===== config.mk =====
export PLATFORM = sky130hd
export DESIGN_NAME = mem_block_copier
export DESIGN_NICKNAME = d
export VERILOG_FILES = /design/src/rtl/mem_copy_pkg.sv /design/src/rtl/mem_copy_csum.sv /design/src/rtl/mem_block_copier.sv
export SDC_FILE = /design/constraint.sdc
export NUM_CORES = 1
export LEC_CHECK = 0
export BUFFER_PORTS_ARGS = -buffer_cell sky130_fd_sc_hd__buf_4
export CAP_MARGIN = 10
export CORE_MARGIN = 5
export CORE_UTILIZATION = 53
export DETAILED_ROUTE_END_ITERATION = 7
export GPL_TIMING_DRIVEN = 0
export PLACE_DENSITY = 0.85
export SKIP_CTS_REPAIR_TIMING = 1
export SYNTH_ARGS = -nofsm -noshare
export SYNTH_HDL_FRONTEND = slang
export SYNTH_SLANG_ARGS = --single-unit

===== constraint.sdc =====
create_clock -name clk -period 5.2 [get_ports clk]
set_input_delay 0.52 -clock clk [delete_from_list [all_inputs] [get_ports clk]]
set_output_delay 0.52 -clock clk [all_outputs]
set_load 0.005 [all_outputs]

===== src/rtl/mem_copy_pkg.sv =====
// Shared types and defaults for the block copier: FSM states, access size, default widths.
package mem_copy_pkg;

  localparam int unsigned DEFAULT_ADDR_W = 16;
  localparam int unsigned DEFAULT_DATA_W = 32;
  localparam int unsigned DEFAULT_LEN_W  = 9;

  localparam logic [1:0] SIZE_WORD = 2'b10;

  typedef enum logic [1:0] {
    IDLE,
    READ,
    DRAIN,
    DONE
  } state_e;

endpackage


===== src/rtl/mem_copy_csum.sv =====
// Running modulo-2^DATA_W sum of written words; cleared when a new copy is accepted.
module mem_copy_csum #(
  parameter int unsigned DATA_W = mem_copy_pkg::DEFAULT_DATA_W
) (
  input  logic              clk,
  input  logic              rst,
  input  logic              clear_i,
  input  logic              add_en_i,
  input  logic [DATA_W-1:0] add_data_i,
  output logic [DATA_W-1:0] sum_o
);

  logic [DATA_W-1:0] sum_q, sum_d;

  always_comb begin
    sum_d = sum_q;
    if (clear_i) begin
      sum_d = '0;
    end else if (add_en_i) begin
      sum_d = sum_q + add_data_i;
    end
  end

  always_ff @(posedge clk) begin
    if (rst) begin
      sum_q <= '0;
    end else begin
      sum_q <= sum_d;
    end
  end

  assign sum_o = sum_q;

endmodule


===== src/rtl/mem_block_copier.sv =====
// Pipelined word-block copier: one read per clock, each write trailing its read data by one capture.
// Optional checksum accumulator enabled by MEM_BLOCK_COPIER_CHECKSUM_EN.
module mem_block_copier
  import mem_copy_pkg::*;
#(
  parameter int unsigned ADDR_W = DEFAULT_ADDR_W,
  parameter int unsigned DATA_W = DEFAULT_DATA_W,
  parameter int unsigned LEN_W  = DEFAULT_LEN_W
) (
  input  logic              clk,
  input  logic              rst,
  input  logic              start,
  input  logic [ADDR_W-1:0] src_addr,
  input  logic [ADDR_W-1:0] dst_addr,
  input  logic [LEN_W-1:0]  len,
  output logic              busy,
  output logic              done,
  output logic [ADDR_W-1:0] mem_raddr,
  output logic              mem_ren,
  input  logic [DATA_W-1:0] mem_rdata,
  output logic [ADDR_W-1:0] mem_waddr,
  output logic [DATA_W-1:0] mem_wdata,
  output logic              mem_wen,
  output logic [1:0]        mem_sizes,
  output logic [DATA_W-1:0] checksum
);

  state_e            state_q, state_d;
  logic              busy_q, busy_d;
  logic              done_q, done_d;
  logic              ren_q, ren_d;
  logic [ADDR_W-1:0] raddr_q, raddr_d;
  logic              wen_q, wen_d;
  logic [ADDR_W-1:0] waddr_q, waddr_d;
  logic [DATA_W-1:0] wdata_q, wdata_d;
  logic [LEN_W-1:0]  rd_left_q, rd_left_d;
  logic [ADDR_W-1:0] wr_addr_q, wr_addr_d;
  logic              pend_q, pend_d;

  always_comb begin
    state_d   = state_q;
    busy_d    = busy_q;
    done_d    = 1'b0;
    ren_d     = ren_q;
    raddr_d   = raddr_q;
    wen_d     = 1'b0;
    waddr_d   = waddr_q;
    wdata_d   = wdata_q;
    rd_left_d = rd_left_q;
    wr_addr_d = wr_addr_q;
    // A read sampled by memory this edge returns data to capture on the next edge.
    pend_d    = ren_q;

    if (pend_q) begin
      wen_d     = 1'b1;
      wdata_d   = mem_rdata;
      waddr_d   = wr_addr_q;
      wr_addr_d = wr_addr_q + ADDR_W'(1);
    end

    case (state_q)
      IDLE: begin
        if (start) begin
          wr_addr_d = dst_addr;
          if (len == '0) begin
            state_d = DONE;
            done_d  = 1'b1;
          end else begin
            state_d   = READ;
            ren_d     = 1'b1;
            raddr_d   = src_addr;
            rd_left_d = len - LEN_W'(1);
            busy_d    = 1'b1;
          end
        end
      end
      READ: begin
        if (rd_left_q == '0) begin
          ren_d   = 1'b0;
          state_d = DRAIN;
        end else begin
          raddr_d   = raddr_q + ADDR_W'(1);
          rd_left_d = rd_left_q - LEN_W'(1);
        end
      end
      DRAIN: begin
        // Leave only once the final write has been on the bus for a full cycle.
        if (!pend_q && !wen_q) begin
          state_d = DONE;
          done_d  = 1'b1;
          busy_d  = 1'b0;
        end
      end
      DONE: begin
        state_d = IDLE;
      end
      default: begin
        state_d = IDLE;
      end
    endcase
  end

  always_ff @(posedge clk) begin
    if (rst) begin
      state_q   <= IDLE;
      busy_q    <= 1'b0;
      done_q    <= 1'b0;
      ren_q     <= 1'b0;
      raddr_q   <= '0;
      wen_q     <= 1'b0;
      waddr_q   <= '0;
      wdata_q   <= '0;
      rd_left_q <= '0;
      wr_addr_q <= '0;
      pend_q    <= 1'b0;
    end else begin
      state_q   <= state_d;
      busy_q    <= busy_d;
      done_q    <= done_d;
      ren_q     <= ren_d;
      raddr_q   <= raddr_d;
      wen_q     <= wen_d;
      waddr_q   <= waddr_d;
      wdata_q   <= wdata_d;
      rd_left_q <= rd_left_d;
      wr_addr_q <= wr_addr_d;
      pend_q    <= pend_d;
    end
  end

  assign busy      = busy_q;
  assign done      = done_q;
  assign mem_ren   = ren_q;
  assign mem_raddr = raddr_q;
  assign mem_wen   = wen_q;
  assign mem_waddr = waddr_q;
  assign mem_wdata = wdata_q;
  assign mem_sizes = SIZE_WORD;

`ifdef MEM_BLOCK_COPIER_CHECKSUM_EN
  logic csum_clear_c;

  assign csum_clear_c = (state_q == IDLE) && start;

  mem_copy_csum #(
    .DATA_W(DATA_W)
  ) u_csum (
    .clk       (clk),
    .rst       (rst),
    .clear_i   (csum_clear_c),
    .add_en_i  (wen_q),
    .add_data_i(wdata_q),
    .sum_o     (checksum)
  );
`else
  assign checksum = '0;
`endif

endmodule

**After elaboration in Yosys (flattened, before gate mapping)**

Index checks and enable logic that the tools add are counted.

- Input bits: 76
- Output and inout port bits: 102
- Flip-flop bits (word level): 96
- Logic and storage cells: 62

- Reduce and logical (&&, ||, !) cells: 12
- Equal/unequal tests: 8
- Multiplexer cells: 27
- Add/subtract/negate cells: 4

Operators with widths:

| kind | count |
|---|---|
| 16-bit two-way mux | 6 |
| 16-bit by 1-bit adder with 16-bit output (second input constant) | 2 |
| 16-bit case mux with 2 select lines | 1 |
| 9-bit two-way mux | 3 |
| 9-bit logical NOT | 2 |
| 9-bit case mux with 2 select lines | 1 |
| 9-bit by 1-bit subtractor with 9-bit output (second input constant) | 2 |
| 4-bit AND reduction | 3 |
| 2-bit inequality test (second input constant) | 5 |
| 1-bit two-way mux | 8 |
| 2-bit two-way mux | 4 |
| 2-bit case mux with 4 select lines | 1 |
| 1-bit case mux with 2 select lines | 3 |
| 2-bit equality test (second input constant) | 2 |
| 2-bit nonzero test | 2 |
| 3-bit AND reduction | 1 |
| 2-bit by 1-bit equality test with 1-bit output (second input constant) | 1 |
| 1-bit logical NOT | 2 |
| 2-bit logical NOT | 1 |
| 1-bit logical AND | 1 |

**Logic depth before layout (Yosys ltp)**

- Depth after elaboration: 4
- Mapped depth: 12
- Gate-level depth less buffers: 9

**Worst setup path after synthesis**

No wires, ideal clock.

- Kind: register to register
- From: register state_q[1]
- To: register rd_left_q[8]
- Library setup time: 133 ps
- Required time: 5,067 ps
- Cell stages (with the launch flop): 13
- Slack: 2,295 ps
- Data arrival time: 2,773 ps
- Path buffers: 3
- Path through: dfxtp_1 -> inv_1 -> ha_1 -> buf_6 -> clkbuf_1 -> clkbuf_1 -> mux2i_1 -> ha_1 -> or4b_4 -> a222oi_1 -> a21oi_1 -> a41oi_1 -> a31oi_1

- Word-level cells in the longest chain between the ends: 3

RTL lines:

| what | RTL line | text |
|---|---|---|
| start, declared | mem_block_copier.sv:28 | `state_e state_q, state_d;` |
| start signal, assigned | mem_block_copier.sv:117 | `state_q <= state_d;` |
| 2-bit by 1-bit equality test with 1-bit output or 2-bit logical NOT (tied branches) | mem_block_copier.sv:61 | `case (state_q)` |
| 2-bit inequality test (no line) or 2-bit nonzero test (tied branches) | n/a |  |
| 4-bit AND reduction (no line) | n/a |  |
| end signal, assigned | mem_block_copier.sv:125 | `rd_left_q <= rd_left_d;` |
| end, declared | mem_block_copier.sv:36 | `logic [LEN_W-1:0] rd_left_q, rd_left_d;` |

Parallel ways exist; a longest one is shown, timed or not.
A chain may end at the register's enable or synchronous reset.

**Final worst setup path**

Ends and elaborated chain as after synthesis.

==> report_table.html <==
<table>
<tr><th>Metric</th><th>Value</th></tr>
<tr><th colspan="2">Outcome</th></tr>
<tr><td>Run status</td><td>finished, final reports clean</td></tr>
<tr><th colspan="2">Final layout</th></tr>
<tr><td>Layout overhead on the synthesized area</td><td>31.5%</td></tr>
<tr><td>Final antenna diode count</td><td>0</td></tr>
<tr><td>Final design instance area without fill</td><td>6320 um2</td></tr>
<tr><td>Post-layout net count</td><td>832</td></tr>
<tr><td>Ratio of cells with drive above 1 in the final layout</td><td>26.5%</td></tr>
<tr><td>Post-Route Utilization</td><td>72.1%</td></tr>
<tr><td>Final standard cell count with taps included and fillers excluded</td><td>863</td></tr>
<tr><th colspan="2">Floorplan</th></tr>
<tr><td>Die extent in x</td><td>105 um</td></tr>
<tr><td>Number of ports placed on the die boundary</td><td>178</td></tr>
<tr><td>Std cell rows</td><td>34</td></tr>
<tr><td>Starting density of the core</td><td>54.8%</td></tr>
<tr><td>Area of the core</td><td>8760 um2</td></tr>
<tr><td>Die height</td><td>105 um</td></tr>
<tr><td>Area enclosed by the die boundary</td><td>11100 um2</td></tr>
<tr><th colspan="2">Synth</th></tr>
<tr><td>Flop and latch count out of synthesis</td><td>96</td></tr>
<tr><td>Post-synthesis instance area</td><td>4810 um2</td></tr>
<tr><td>Synth cell types</td><td>54</td></tr>
<tr><td>Fraction of synthesis flops using an asynchronous set or reset pin</td><td>0%</td></tr>
<tr><td>Register area share after synthesis</td><td>40.0%</td></tr>
<tr><td>Number of warnings issued by yosys</td><td>0</td></tr>
<tr><td>Primary FF master, synth</td><td>sky130_fd_sc_hd__dfxtp_1</td></tr>
<tr><td>Number of synthesized flops with an enable pin</td><td>0</td></tr>
<tr><td>Cell count after synthesis</td><td>565</td></tr>
<tr><td>Post-synthesis area per instance</td><td>8.51 um2</td></tr>
<tr><th colspan="2">Global routing</th></tr>
<tr><td>Total congestion overflow</td><td>0</td></tr>
<tr><td>Global-route wire length before repair</td><td>22.4 mm</td></tr>
<tr><td>Largest net degree at the start of global routing</td><td>19</td></tr>
<tr><td>Via count of the first global-routing pass</td><td>4620</td></tr>
<tr><td>Total routing resource utilization after global routing</td><td>24.0%</td></tr>
<tr><td>Antenna violations before repair</td><td>0</td></tr>
<tr><th colspan="2">Pwr</th></tr>
<tr><td>Cell leakage power</td><td>2.71 nW</td></tr>
<tr><td>Maximum ir drop on the vdd rail</td><td>0.000219 V</td></tr>
<tr><td>Part of the power in combinational logic</td><td>44.2%</td></tr>
<tr><td>Relative contribution of sequential cells to total power</td><td>38.2%</td></tr>
<tr><td>Power Dens Cells</td><td>436 nW/um2</td></tr>
<tr><td>Reported net switching power</td><td>1.15 mW</td></tr>
<tr><td>Clock share of power</td><td>17.6%</td></tr>
<tr><td>Net switching share of the total power</td><td>41.6%</td></tr>
<tr><td>Internal power contribution</td><td>1.61 mW</td></tr>
<tr><th colspan="2">Route</th></tr>
<tr><td>DRC violation count after routing</td><td>0</td></tr>
<tr><td>Post-route ant nets</td><td>0</td></tr>
<tr><td>Routed met3 length</td><td>1.27 mm</td></tr>
<tr><td>Uppermost routed layer</td><td>met4</td></tr>
<tr><td>Total wire length after detailed routing</td><td>13.9 mm</td></tr>
<tr><td>Wire length the detailed router placed on met1</td><td>5.57 mm</td></tr>
<tr><td>DRC violation total after the first TritonRoute iteration</td><td>275</td></tr>
<tr><td>DRT Pass-1 Iters</td><td>5</td></tr>
<tr><td>Vias after detailed routing</td><td>4753</td></tr>
<tr><td>Via count normalized by instance count</td><td>5.51</td></tr>
<tr><td>Met2 routed WL</td><td>6.75 mm</td></tr>
<tr><td>Drt wl/cell</td><td>16.1 um</td></tr>
<tr><th colspan="2">Min path</th></tr>
<tr><td>Worst hold path class</td><td>in2reg</td></tr>
<tr><th colspan="2">Critical path</th></tr>
<tr><td>Critical path arrival</td><td>3.86 ns</td></tr>
<tr><td>Worst reg-to-reg setup slack</td><td>1.58 ns</td></tr>
<tr><td>Highest fanout seen on the critical path</td><td>10</td></tr>
<tr><td>Reg-to-Reg Start</td><td>state_q[1]</td></tr>
<tr><td>Capturing element type of the critical path</td><td>flip-flop</td></tr>
<tr><td>CP max-delay cell</td><td>sky130_fd_sc_hd__or4bb_1</td></tr>
<tr><td>Number of cell instances on the worst register-to-register path</td><td>12</td></tr>
<tr><td>Destination of the worst register-to-register timing path</td><td>rd_left_q[8]</td></tr>
<tr><td>Cell breakdown of the critical path</td><td>inv_1 &gt; ha_1 &gt; buf_6 &gt; clkbuf_1 &gt; clkbuf_1 &gt; mux2i_1 &gt; ha_1 &gt; or4bb_1 &gt; a222oi_1 &gt; a21oi_1 &gt; a41oi_1 &gt; a31oi_1</td></tr>
<tr><td>Launch point of the critical path</td><td>state_q[1]</td></tr>
<tr><td>Kind of start point of the critical path</td><td>flip-flop</td></tr>
<tr><td>Delay of the slowest cell on the worst path</td><td>0.49 ns</td></tr>
<tr><td>Critical path data required time</td><td>5.44 ns</td></tr>
<tr><td>Critical Setup Path Class</td><td>reg2reg</td></tr>
<tr><td>CP endpoint</td><td>rd_left_q[8]</td></tr>
<tr><th colspan="2">Clocking</th></tr>
<tr><td>Clock root buffer master</td><td>sky130_fd_sc_hd__clkbuf_8</td></tr>
<tr><td>Number of sinks driven by the clock tree</td><td>96</td></tr>
<tr><td>Deepest clock path buffer count</td><td>2</td></tr>
<tr><td>Clock transition time at the flip-flop clock pins of the worst setup and hold paths</td><td>0.10 ns</td></tr>
<tr><td>Number of H-tree levels</td><td>3</td></tr>
<tr><td>Inserted Clock Buffers</td><td>9</td></tr>
<tr><td>Skew-Pair Late Insertion Delay</td><td>0.37 ns</td></tr>
<tr><td>Clock tree from TritonCTS</td><td>yes</td></tr>
<tr><th colspan="2">Placement</th></tr>
<tr><td>Dpl hpwl</td><td>10.4 mm</td></tr>
<tr><td>Total instance count after detailed placement</td><td>847</td></tr>
<tr><td>Worst slack, placed</td><td>1.64 ns</td></tr>
<tr><td>RD Place Congestion</td><td>0.915</td></tr>
<tr><td>Post-detailed-placement cell area</td><td>6130 um2</td></tr>
<tr><td>Buffers added on ports</td><td>142</td></tr>
<tr><th colspan="2">STA</th></tr>
<tr><td>Number of setup violations in the final report</td><td>0</td></tr>
<tr><td>Fmax achieved</td><td>276 MHz</td></tr>
<tr><td>Unrepaired setup endpoints after global routing</td><td>false</td></tr>
<tr><td>Final worst-path setup slack</td><td>1.58 ns</td></tr>
<tr><td>Setup TNS after final layout</td><td>0 ns</td></tr>
<tr><td>Number of max-slew violations in the final report</td><td>0</td></tr>
<tr><td>Crit path time final</td><td>3.62 ns</td></tr>
<tr><td>Measured slew at the worst slew-check pin</td><td>0.796 ns</td></tr>
<tr><td>Worst clock skew</td><td>0.00765 ns</td></tr>
<tr><td>Period utilization</td><td>69.6%</td></tr>
<tr><td>Number of hold-slack violations in the final timing report</td><td>0</td></tr>
<tr><td>Headroom to the max-slew limit</td><td>46.5%</td></tr>
<tr><th colspan="2">Flow run</th></tr>
<tr><td>Number of max-cap violations</td><td>0</td></tr>
</table>
## routing by layer
layer | track usage (%) | vias up
li1 | - | 2302
met1 | 30.6 | 2192
met2 | 40.3 | 233
met3 | 5.13 | 26
met4 | 8.13 | 0
met5 | 0 | -
## stage by stage
stage	hold WS, ns	power, mW
final	0.381	2.76
after floorplan	0.463	1.83
after global placement	0.477	2.22
after detailed placement	0.484	2.26
after global routing	0.373	2.95
after CTS	0.374	2.75
## synthesized netlist by cell type, types with 2 or more instances
library cell / instances / area, um2
sky130_fd_sc_hd__conb_1: 2 / 7.51
sky130_fd_sc_hd__xnor2_1: 5 / 43.8
sky130_fd_sc_hd__and2_1: 5 / 31.3
sky130_fd_sc_hd__nor2_1: 78 / 293
sky130_fd_sc_hd__mux2i_1: 52 / 521
sky130_fd_sc_hd__nor2b_1: 14 / 87.6
sky130_fd_sc_hd__nor3_1: 7 / 35.0
sky130_fd_sc_hd__a311oi_1: 2 / 17.5
sky130_fd_sc_hd__o21ai_0: 13 / 65.1
sky130_fd_sc_hd__a22oi_1: 2 / 15.0
sky130_fd_sc_hd__xor2_1: 9 / 78.8
sky130_fd_sc_hd__dfxtp_1: 96 / 1920
sky130_fd_sc_hd__a211oi_1: 23 / 173
sky130_fd_sc_hd__o31ai_1: 3 / 22.5
sky130_fd_sc_hd__o22ai_1: 4 / 25.0
sky130_fd_sc_hd__o21ai_1: 14 / 70.1
sky130_fd_sc_hd__buf_2: 4 / 20.0
sky130_fd_sc_hd__or3_1: 5 / 31.3
sky130_fd_sc_hd__inv_1: 10 / 37.5
sky130_fd_sc_hd__o2bb2ai_1: 2 / 17.5
sky130_fd_sc_hd__buf_4: 34 / 255
sky130_fd_sc_hd__nand2b_1: 2 / 12.5
sky130_fd_sc_hd__a21oi_1: 33 / 165
sky130_fd_sc_hd__nor4b_1: 3 / 26.3
sky130_fd_sc_hd__and3_1: 6 / 37.5
sky130_fd_sc_hd__and4b_1: 5 / 50.1
sky130_fd_sc_hd__and4_1: 3 / 26.3
sky130_fd_sc_hd__nor4_1: 4 / 25.0
sky130_fd_sc_hd__or3b_1: 2 / 17.5
sky130_fd_sc_hd__nand2_1: 33 / 124
sky130_fd_sc_hd__nand3_1: 20 / 100
sky130_fd_sc_hd__ha_1: 6 / 75.1
sky130_fd_sc_hd__nand4_1: 7 / 43.8
sky130_fd_sc_hd__a31oi_1: 9 / 56.3
sky130_fd_sc_hd__clkbuf_1: 29 / 109
## kinds of logic (layout without fill, tap and decap cells)
kind of cell | Yosys count | after routing | synth area share [%]
AND/OR/NAND/NOR | 201 | 201 | 21.0
adder cells (fa/ha/maj) | 6 | 6 | 1.56
AO/OA/AOI/OAI | 115 | 115 | 14.8
buffers and inverters | 79 | 237 | 9.09
multiplexers | 52 | 52 | 10.8
flip-flops | 96 | 96 | 40.0
other | 2 | 34 | 0.156
XOR/XNOR | 14 | 14 | 2.55
## layout make-up
type,count,area (um2)
clock buffer,10,138
timing repair buffer,142,1070
fill,676,2440
inverter,10,37.5
tap,108,135
sequential,96,1920
clock inverter,6,55.1
buffer,69,399
multi-input combinational,422,2570
## worst max-delay path: cells and delay by family (launching register included)
kind / cells / cell delay, ns
flops: 1 / 0.34
mux: 1 / 0.32
buf+inv: 4 / 1.01
compound gates: 4 / 0.87
fa+ha+maj: 2 / 0.45
simple gates: 1 / 0.49
## power by group through the flow
stage / clock network [mW] / logic, mW / registers (mW)
final: 0.486 / 1.22 / 1.05
after global placement: 0 / 1.16 / 1.05
after floorplan: 0 / 0.794 / 1.03
after detailed placement: 0 / 1.19 / 1.06
after global routing: 0.529 / 1.34 / 1.08
after CTS: 0.494 / 1.20 / 1.05
## cells in the final DEF (no fill, tap or decap), types with 20 or more instances in the layout
cell	synthesis	routed
sky130_fd_sc_hd__buf_4	34	176
sky130_fd_sc_hd__dfxtp_1	96	96
sky130_fd_sc_hd__nor2_1	78	78
sky130_fd_sc_hd__mux2i_1	52	52
sky130_fd_sc_hd__conb_1	2	34
sky130_fd_sc_hd__a21oi_1	33	33
sky130_fd_sc_hd__nand2_1	33	33
sky130_fd_sc_hd__clkbuf_1	29	29
sky130_fd_sc_hd__a211oi_1	23	23
sky130_fd_sc_hd__nand3_1	20	20
## sequential cells by signal (all words and copies together) (netlist names), 2 cells and up
register,flops
mem_raddr,16
mem_waddr,16
mem_wdata,32
rd_left_q,9
state_q,2
wr_addr_q,16
## worst min path at each step
| stage | start | cells past startpoint | endpoint | slack, ns |
|---|---|---|---|---|
| finish | mem_rdata[30] | 3 | mem_wdata[30] | 0.38 |
| global route | mem_rdata[30] | 3 | mem_wdata[30] | 0.37 |
| CTS | mem_rdata[3] | 3 | mem_wdata[3] | 0.37 |
| detailed placement | mem_ren | 1 | pend_q | 0.48 |
| global placement | mem_wdata[21] | 2 | mem_wdata[21] | 0.48 |
| floorplan | rd_left_q[0] | 2 | rd_left_q[0] | 0.46 |
Note: power is estimated with default switching activity, not from simulation.
